==> src/rtl/adc_spi_resp.sv <==
// adc_spi_resp: SPI responder that emulates an 8-channel 12-bit ADC with a one-frame address latency.
// Define ADC_RESP_ERR_EN to add the sticky protocol-error flag (iERR_CLR / oERR).
module adc_spi_resp #(
  parameter int unsigned SYNC_STAGES = 2
) (
  input  logic        iCLK,
  input  logic        iRST,
  input  logic        iCS_n,
  input  logic        iSCLK,
  input  logic        iDIN,
  input  logic [95:0] iCH_DATA,
  output logic        oDOUT,
  output logic        oDOUT_OE,
  output logic [2:0]  oCH_SEL,
  output logic        oFRAME_DONE
`ifdef ADC_RESP_ERR_EN
  ,
  input  logic        iERR_CLR,
  output logic        oERR
`endif
);

  localparam logic [1:0] IDLE  = 2'd0;
  localparam logic [1:0] SHIFT = 2'd1;
  localparam logic [1:0] HOLD  = 2'd2;

  logic [1:0]             state;
  logic [SYNC_STAGES-1:0] csSync;
  logic [SYNC_STAGES-1:0] sclkSync;
  logic [SYNC_STAGES-1:0] dinSync;
  logic                   csPrev;
  logic                   sclkPrev;
  logic                   csS;
  logic                   sclkS;
  logic                   dinS;
  logic                   csFall;
  logic                   csRise;
  logic                   sclkRise;
  logic                   sclkFall;
  logic [4:0]             edgeCnt;
  logic [15:0]            shiftReg;
  logic [2:0]             pendAddr;
  logic [2:0]             chSel;
  logic                   frameDone;
  logic [11:0]            chWord [8];
  logic [11:0]            selWord;

  for (genvar g = 0; g < 8; g++) begin : gCh
    assign chWord[g] = iCH_DATA[g*12 +: 12];
  end

  assign selWord = chWord[chSel];

  always_ff @(posedge iCLK) begin
    if (!iRST) begin
      csSync   <= '1;
      sclkSync <= '1;
      dinSync  <= '0;
      csPrev   <= 1'b1;
      sclkPrev <= 1'b1;
    end else begin
      csSync   <= {csSync[SYNC_STAGES-2:0], iCS_n};
      sclkSync <= {sclkSync[SYNC_STAGES-2:0], iSCLK};
      dinSync  <= {dinSync[SYNC_STAGES-2:0], iDIN};
      csPrev   <= csS;
      sclkPrev <= sclkS;
    end
  end

  assign csS      = csSync[SYNC_STAGES-1];
  assign sclkS    = sclkSync[SYNC_STAGES-1];
  assign dinS     = dinSync[SYNC_STAGES-1];
  assign csFall   = csPrev & ~csS;
  assign csRise   = ~csPrev & csS;
  assign sclkRise = ~sclkPrev & sclkS;
  assign sclkFall = sclkPrev & ~sclkS;

  always_ff @(posedge iCLK) begin
    if (!iRST) begin
      state     <= IDLE;
      edgeCnt   <= '0;
      shiftReg  <= '0;
      pendAddr  <= '0;
      chSel     <= '0;
      frameDone <= 1'b0;
    end else begin
      frameDone <= 1'b0;
      case (state)
        IDLE: begin
          if (csFall) begin
            state    <= SHIFT;
            edgeCnt  <= '0;
            pendAddr <= '0;
            shiftReg <= {4'b0000, selWord};
          end
        end
        SHIFT: begin
          // CS rise wins over any SCLK edge seen in the same cycle
          if (csRise) begin
            state <= IDLE;
          end else begin
            if (sclkFall) shiftReg <= {shiftReg[14:0], 1'b0};
            if (sclkRise) begin
              edgeCnt <= edgeCnt + 5'd1;
              case (edgeCnt)
                5'd2:    pendAddr[2] <= dinS;
                5'd3:    pendAddr[1] <= dinS;
                5'd4:    pendAddr[0] <= dinS;
                default: ;
              endcase
              if (edgeCnt == 5'd15) begin
                chSel     <= pendAddr;
                frameDone <= 1'b1;
                state     <= HOLD;
              end
            end
          end
        end
        HOLD: begin
          if (csRise) state <= IDLE;
        end
        default: state <= IDLE;
      endcase
    end
  end

  assign oDOUT       = (state == SHIFT) & shiftReg[15];
  assign oDOUT_OE    = (state != IDLE);
  assign oCH_SEL     = chSel;
  assign oFRAME_DONE = frameDone;

`ifdef ADC_RESP_ERR_EN
  logic errSet;

  assign errSet = ((state == SHIFT) & csRise) | ((state == HOLD) & ~csRise & sclkRise);

  always_ff @(posedge iCLK) begin
    if (!iRST)         oERR <= 1'b0;
    else if (errSet)   oERR <= 1'b1;
    else if (iERR_CLR) oERR <= 1'b0;
  end
`endif

endmodule
==> config.mk <==
export PLATFORM = sky130hd
export DESIGN_NAME = adc_spi_resp
export DESIGN_NICKNAME = d
export VERILOG_FILES = /design/src/rtl/adc_spi_resp.sv
export SDC_FILE = /design/constraint.sdc
export NUM_CORES = 1
export LEC_CHECK = 0
export CORE_ASPECT_RATIO = 1.2
export CORE_MARGIN = 10
export CORE_UTILIZATION = 25
export CTS_CLUSTER_SIZE = 25
export DETAILED_ROUTE_END_ITERATION = 8
export DONT_BUFFER_PORTS = 1
export SETUP_SLACK_MARGIN = 0.15
export SLEW_MARGIN = 20
export SYNTH_ARGS = -nofsm -noshare
export SYNTH_HDL_FRONTEND = slang
export SYNTH_SLANG_ARGS = --single-unit
==> constraint.sdc <==
create_clock -name iCLK -period 1.9 [get_ports iCLK]
set_input_delay 0.475 -clock iCLK [delete_from_list [all_inputs] [get_ports iCLK]]
set_output_delay 0.475 -clock iCLK [all_outputs]
set_load 0.03 [all_outputs]
==> results by group, run 1 <==
Timing
  • Worst hold slack: 274 ps
  • Final hold violations: 0
  • Crit path time final: 1730 ps
  • Slew headroom: 77.3%
  • Final Cycle Share: 91.0%
  • Tightest Pin Transition: 340 ps
  • Final setup vio count: 0
  • TNS Setup: 0 ps
  • Fmax: ~0.58 GHz
  • Slew Viols, Final: 0
  • Unrepaired setup endpoints after global routing: true
  • Clock skew: 6.34 ps

Hold path
  • Min-Delay Path Depth: 1
  • Hold WC Path Type: primary input to flip-flop
  • Hold Path Origin: iRST
  • Hold Path Sink: sclkSync[0]$_SDFF_PN1_

CTS
  • Num CTS Buffers: 5
  • Clock H-tree levels: 2
  • Clock Pin Slew Worst Setup and Hold Paths: 60 ps
  • Clock sinks: 38
  • Max clock buf depth: 2
  • Clk_lat worst skew: 280 ps
  • CTS tree: done
  • CTS Root Cell: clkbuf_16

Synthesis
  • Main synth FF type: dfxtp_1
  • YS warnings: 0
  • Syn avg cell area: roughly 11 um^2
  • #FFs+latches synth: 38
  • Net count of the mapped netlist: 324
  • Cells after synthesis: 219
  • Netlist Area Pre-Place: ~2400 um^2
  • Number of synthesized flops with an enable pin: 0
  • Post-synth ARST share: 0%
  • Register area share after synthesis: 31.1%
  • Post-synth cell types: 44

Finish
  • ANT cells: 0
  • Share of post-route cells with drive strength above 1: 30.3%
  • Most common cell after layout, fill and taps aside: dfxtp_1
  • Final net count: 327
  • Layout area overhead: 14.2%
  • Commonest cells after routing, fill and taps aside: 33 x dfxtp_1, 24 x nor2b_1, 23 x mux4_2

Floorplanning
  • Die Y: 128 um
  • IO Pins: ~110
  • Std-Cell Rows: 39
  • Core Area: 9560 um^2
  • Die Wd: approximately 110 um
  • Initial Util: roughly a quarter
  • Die Footprint: around 14000 um^2

Pwr
  • Peak supply drop: 0.000434 V
  • Leakage: around 0.00098 uW
  • Pwr dens: 628 nW/um^2

Drt
  • Via count: roughly 1700
  • Vias per cell: 5.03
  • Avg WL per Cell: 19.3 um
  • Initial drt markers: 136
  • Detailed Routing Iterations Pass 1: 4
  • Routed wire length: 6.64 mm
  • Remaining DRCs: 0
  • Antenna-violating nets left: 0

Global routing
  • GRT busiest layer: met2
  • Largest net degree at the start of global routing: 45
  • Met3 global-route usage: 2.90%
  • Vias in the first global route: 1866
  • M1 GR Usage: 11.3%
  • GR Util met2: 14.9%
  • Gr ovfl total: 0
  • Initial antenna violation count: 0
  • First-pass GRT wire length: 10.4 mm
  • GRT Overall Usage: a little under a tenth

Critical path
  • Worst R2R Setup Slack: 170 ps
  • Worst EP arrival: about 1900 ps
  • CP Data Required Time: 2070 ps
  • CP endpoint kind: flip-flop
  • RR Endpoint: shiftReg[1]$_SDFFE_PN0P_
  • Largest fanout on the critical path: 11
  • Reg2reg path depth: 4
  • FF-to-FF Start: csSync[1]$_SDFF_PN1_
  • Setup CP Type: flip-flop to flip-flop
  • Startpoint Class: flip-flop

Placement
  • Port bufs: 0
  • Detailed-placement wirelength estimate: 5.35 mm
  • GPL Wtd Cong: about 0.75

Run status
  • Status: completed

Flow run
  • Max-cap violations: 0
repair_timing:
action                     4_1_cts  5_1_grt
hold endpoints to repair         0        0
pin swaps                        0        1
resized for setup                4        9
hold buffers                     0        0
setup endpoints to repair        1       14
setup buffers                    0        2
kinds of logic (layout without fill, tap and decap cells):
family | after synthesis | count (layout) | share of synthesized area, %
adder cells (fa/ha/maj) | 4 | 4 | 2.05
buffers and inverters | 22 | 24 | 4.75
multiplexers | 45 | 45 | 32.0
flip-flops | 38 | 38 | 31.1
XOR/XNOR | 2 | 2 | 0.716
AND/OR/NAND/NOR | 82 | 82 | 20.7
AO/OA/AOI/OAI | 26 | 26 | 8.74
layer usage:
| metal | vias up | wire (um) |
|---|---|---|
| met1 | 843 | 2660 |
| met4 | 0 | 85 |
| li1 | 823 | - |
| met2 | 60 | 3470 |
| met3 | 4 | 428 |
| met5 | - | 0 |
cell type report:
cell class	count	area (um^2)
Fill cell	1024	6770
Multi-Input combinational cell	159	1600
Sequential cell	38	769
Tap cell	123	154
Clock buffer	6	139
Timing Repair Buffer	13	118
Inverter	5	18.8
cells in the mapped netlist, drive strengths merged (2+ instances only):
master / n / area (um^2)
a221o: 9 / 90.1
nor2b: 25 / 159
nand3: 6 / 42.5
nand2b: 8 / 50.1
ha: 4 / 50.1
mux4: 23 / 518
buf: 11 / 75.1
nor3b: 3 / 27.5
clkbuf: 6 / 22.5
and2: 7 / 43.8
or2b: 2 / 18.8
nand2: 9 / 33.8
a21boi: 2 / 15.0
a31oi: 4 / 25.0
and3: 5 / 31.3
nand4: 2 / 12.5
o21a: 2 / 15.0
xor2: 2 / 17.5
mux2i: 11 / 110
nor2: 6 / 25.0
inv: 5 / 18.8
mux2: 11 / 154
a32o: 3 / 30.0
o22ai: 4 / 25.0
nor3: 4 / 20.0
dfxtp: 38 / 761
state kept, by name, indices dropped and copies added, names as in the netlist:
register / cells
csPrev: 1
csSync: 2
dinSync: 2
edgeCnt: 5
oCH_SEL: 3
oFRAME_DONE: 1
pendAddr: 3
sclkPrev: 1
sclkSync: 2
shiftReg: 16
state: 2
stage by stage:
step	area, um^2	power (uW)	utilization, %	std cells	worst slack [ps]
floorplan	2470	959	-	219	168
global placement	2600	967	27.2	336	182
detailed placement	2600	967	27.2	336	157
CTS	2750	1780	28.7	342	148
global route	2790	1820	29.2	344	114
finish	2790	1750	29.2	344	172
critical path, cell delays in order (launching register included):
cell     delay, ps
dfxtp_1        380
or2b_4         330
nand3_4        210
mux2_2         360
a221o_1        340
report_power, final:
part | switching, uW | internal, uW | total [uW]
logic | 46.7 | 80.5 | 127
registers | 10.5 | 814 | 825
clock network | 295 | 506 | 802
total | 353 | 1400 | 1750
how the worst max path moves through the flow:
| stage | from | endpoint | cells after the start | slack, ps |
|---|---|---|---|---|
| floorplan | oCH_SEL[1]$_SDFFE_PN0P_ | shiftReg[2]$_SDFFE_PN0P_ | 5 | 170 |
| global placement | oCH_SEL[1]$_SDFFE_PN0P_ | shiftReg[11]$_SDFFE_PN0P_ | 5 | 180 |
| detailed placement | state[0]$_SDFFE_PN0P_ | shiftReg[3]$_SDFFE_PN0P_ | 4 | 160 |
| CTS | state[1]$_SDFFE_PN0P_ | shiftReg[3]$_SDFFE_PN0P_ | 5 | 150 |
| global route | state[0]$_SDFFE_PN0P_ | shiftReg[3]$_SDFFE_PN0P_ | 5 | 110 |
| finish | csSync[1]$_SDFF_PN1_ | shiftReg[1]$_SDFFE_PN0P_ | 4 | 170 |
(Power assumes the default switching activity.)
==> run 2, diff against run 1 <==
--- a/config.mk
+++ b/config.mk
@@ -8,6 +8,7 @@
 export CORE_ASPECT_RATIO = 1.2
 export CORE_MARGIN = 10
 export CORE_UTILIZATION = 25
+export CTS_CLUSTER_DIAMETER = 200
 export CTS_CLUSTER_SIZE = 25
 export DETAILED_ROUTE_END_ITERATION = 8
 export DONT_BUFFER_PORTS = 1
==> results of run 2 <==
Final layout, timing and power as in run 1 (identical DEF).
==> run 3, diff against run 2 <==
--- a/config.mk
+++ b/config.mk
@@ -12,6 +12,7 @@
 export CTS_CLUSTER_SIZE = 25
 export DETAILED_ROUTE_END_ITERATION = 8
 export DONT_BUFFER_PORTS = 1
+export HOLD_SLACK_MARGIN = 0.05
 export SETUP_SLACK_MARGIN = 0.15
 export SLEW_MARGIN = 20
 export SYNTH_ARGS = -nofsm -noshare
==> constraint.sdc (replaced) <==
create_clock -name iCLK -period 1.6 [get_ports iCLK]
set_input_delay 0.4 -clock iCLK [delete_from_list [all_inputs] [get_ports iCLK]]
set_output_delay 0.4 -clock iCLK [all_outputs]
set_load 0.03 [all_outputs]
==> run 3 against run 2 <==
Effect of this change:
- the flow now finishes with violations (negative setup slack)
- worst hold slack worse by 74 ps
- critical path depth up 1
- final cell count up 7.8%
- global-route usage up 0.99 points
- total power up 23%
- routed wire length up 14%
- die area unchanged
- first-iteration DRC count up 16%
- highest routed layer unchanged
- non-clock buffer count up 23
- clock power up 25%
==> results by group, run 3 (synthesized netlist as in run 1, its figures left out) <==
Critical path
  • Critical Path Start: state[0]$_SDFFE_PN0P_
  • CP Data Required Time: 1770 ps (-300 ps)
  • CP endpoint kind: flip-flop
  • Worst EP arrival: 1780 ps (-120 ps)
  • FF-to-FF Start: state[0]$_SDFFE_PN0P_
  • Crit-path cells: nor4b_4 -> buf_6 -> nor2b_1 -> mux2_4 -> a221o_1
  • Largest fanout on the critical path: 13 (+2)
  • Max stage delay on crit path: 360 ps (-20 ps)
  • Slowest cell on crit path: dfxtp_4
  • Setup CP Type: flip-flop to flip-flop
  • Startpoint Class: flip-flop
  • Crit path max-delay family: flip-flops
  • CP Buf/Inv Count: 1 (+1)

Pwr
  • Clock power frac: 46.3% (+0.6 points)
  • P_sw: 462 uW (+31%)
  • Part of the power in registers: 45.1% (-1.9 points)
  • Comb power frac: 8.6% (+1.3 points)
  • Leakage: 0.00116 uW (+19%)
  • Peak supply drop: 0.000355 V (-18%)
  • Sw frac: 21.4% (+1.3 points)
  • Pwr dens: 672 nW/um^2 (+7.1%)
  • Internal: 1700 uW (+21%)

Drt
  • Detailed Routing Iterations Pass 1: 4 (unchanged)
  • Initial drt markers: 158 (+16%)
  • Via count: 1911 (+10%)
  • Routed wire length: 7.56 mm (+14%)
  • Antenna-violating nets left: 0 (unchanged)
  • Vias per cell: 5.15 (+2.4%)
  • Avg WL per Cell: 20.4 um (+5.5%)
  • Remaining DRCs: 0 (unchanged)

Placement
  • GPL Wtd Cong: 0.766 (+2.2%)
  • Port bufs: 0 (unchanged)
  • DP Cell Count: 348 (+3.6%)
  • DP Worst Slack: -96.2 ps (-253 ps)
  • Detailed-placement wirelength estimate: 5.48 mm (+2.4%)
  • Placed instance area: 2750 um^2 (+5.9%)

Finish
  • Final instance area: 3210 um^2 (+15%)
  • Most flops, register: shiftReg
  • Share of post-route cells with drive strength above 1: 42.7% (+12 points)
  • Largest regs: shiftReg: 16 flops, edgeCnt: 5 flops
  • Sequential Area: 781 um^2 (+1.5%)
  • Final net count: 352 (+7.6%)
  • Number of flip-flops in the largest register: 16 (unchanged)
  • Post-route insts no fill: 371 (+7.8%)
  • Most common cell after layout, fill and taps aside: dfxtp_1
  • Footprint of the multi-input gates: 1700 um^2 (+6.8%)
  • Commonest cells after routing, fill and taps aside: 30 x dfxtp_1, 24 x nor2b_1, 23 x mux4_2, 23 x buf_4, 11 x mux2i_1
  • ANT cells: 0 (unchanged)
  • Fill cells: 972 (-5.1%)
  • Layout area overhead: 31.2%

Timing
  • Final hold violations: 0 (unchanged)
  • TNS Setup: -35.9 ps (-35.9 ps)
  • Final setup vio count: 5 (+5)
  • Slew Viols, Final: 0 (unchanged)
  • Fmax: 0.621 GHz (+7.3%)
  • Tightest Pin Transition: 354 ps (+14.2 ps)
  • PnR worst setup slack: -11.4 ps (-183 ps)
  • Slew headroom: 76.3% (-0.93 points)
  • Clock skew: 4.10 ps (-2.24 ps)
  • Worst hold slack: 200 ps (-73.8 ps)
  • Unrepaired setup endpoints after global routing: true
  • Crit path time final: 1610 ps (-117 ps)
  • Final Cycle Share: 101% (+9.7 points)

Global routing
  • Largest net degree at the start of global routing: 45 (unchanged)
  • First-pass GRT wire length: 11.3 mm (+8.7%)
  • Gr ovfl total: 0 (unchanged)
  • Vias in the first global route: 2012 (+7.8%)
  • GRT Overall Usage: 10.2% (+0.99 points)
  • Initial antenna violation count: 0 (unchanged)

Floorplanning
  • Initial Util: 25.6% (unchanged)
  • Die Wd: 110 um (unchanged)
  • IO Pins: 107 (unchanged)
  • Std-Cell Rows: 39 (unchanged)
  • Core Area: 9560 um^2 (unchanged)
  • Die Footprint: 14200 um^2 (unchanged)
  • Die Y: 128 um (unchanged)

Hold path
  • Hold WC Path Type: primary input to flip-flop
  • Hold Path Origin: iRST

CTS
  • CTS Root Cell: clkbuf_16
  • Clock Pin Slew Worst Setup and Hold Paths: 60 ps (about the same)
  • Max clock buf depth: 2 (unchanged)
  • Clk_lat worst skew: 280 ps (about the same)
  • Clock sinks: 38 (unchanged)
  • CTS tree: done
  • Clock H-tree levels: 2 (unchanged)
  • Num CTS Buffers: 5 (unchanged)

Flow run
  • Max-cap violations: 0 (unchanged)

Run status
  • Status: complete, but fails checks
  • Failing checks: negative setup slack
==> run 3: cell count changes in the layout (fill, tap and decap cells not counted), sizes merged <==
cell,delta
and3,+1
buf,+21
bufbuf,+2
clkbuf,+1
clkinv,+1
nand3,+1
==> run 3: final timing paths <==
kind,cells past startpoint,slack [ps],endpoint
max reg2reg,5,-10,shiftReg[1]$_SDFFE_PN0P_
min reg2reg,1,410,csSync[1]$_SDFF_PN1_
min,1,200,sclkSync[0]$_SDFF_PN1_
max,5,-10,shiftReg[1]$_SDFFE_PN0P_
==> run 3: area by class of cell <==
type | instances | area share, %
repair buffers | 36 | 12.6
inverters | 5 | 0.585
clock buffers | 7 | 4.44
well taps | 123 | 4.79
flip-flops and latches | 38 | 24.3
multi-input cells | 161 | 53.1
clock inverters | 1 | 0.156
==> run 3: what timing repair did <==
action,4_1_cts,5_1_grt
setup endpoints to repair,29,27
cloned,4,0
hold buffers,0,0
setup buffers,10,1
resized for setup,24,6
pin swaps,9,3
==> run 3: per-layer routing <==
layer	vias up	wire, um	global-route usage [%]
li1	880	-	-
met1	953	2930	12.2
met2	71	4040	17.2
met3	7	476	2.65
met4	0	116	3.48
met5	-	0	0
==> run 3: metrics by stage <==
step / utilization (%) / total power, uW
global placement: 28.8 / 1160
CTS: 33.2 / 2180
detailed placement: 28.8 / 1160
global route: 33.6 / 2230
finish: 33.6 / 2160
floorplan: - / 1140
==> run 3: power groups by stage <==
stage	clock (uW)	sequential, uW	combinational (uW)
floorplan	0	994	147
global placement	0	997	160
detailed placement	0	997	160
CTS	1020	974	182
global route	1050	975	198
finish	1000	974	185
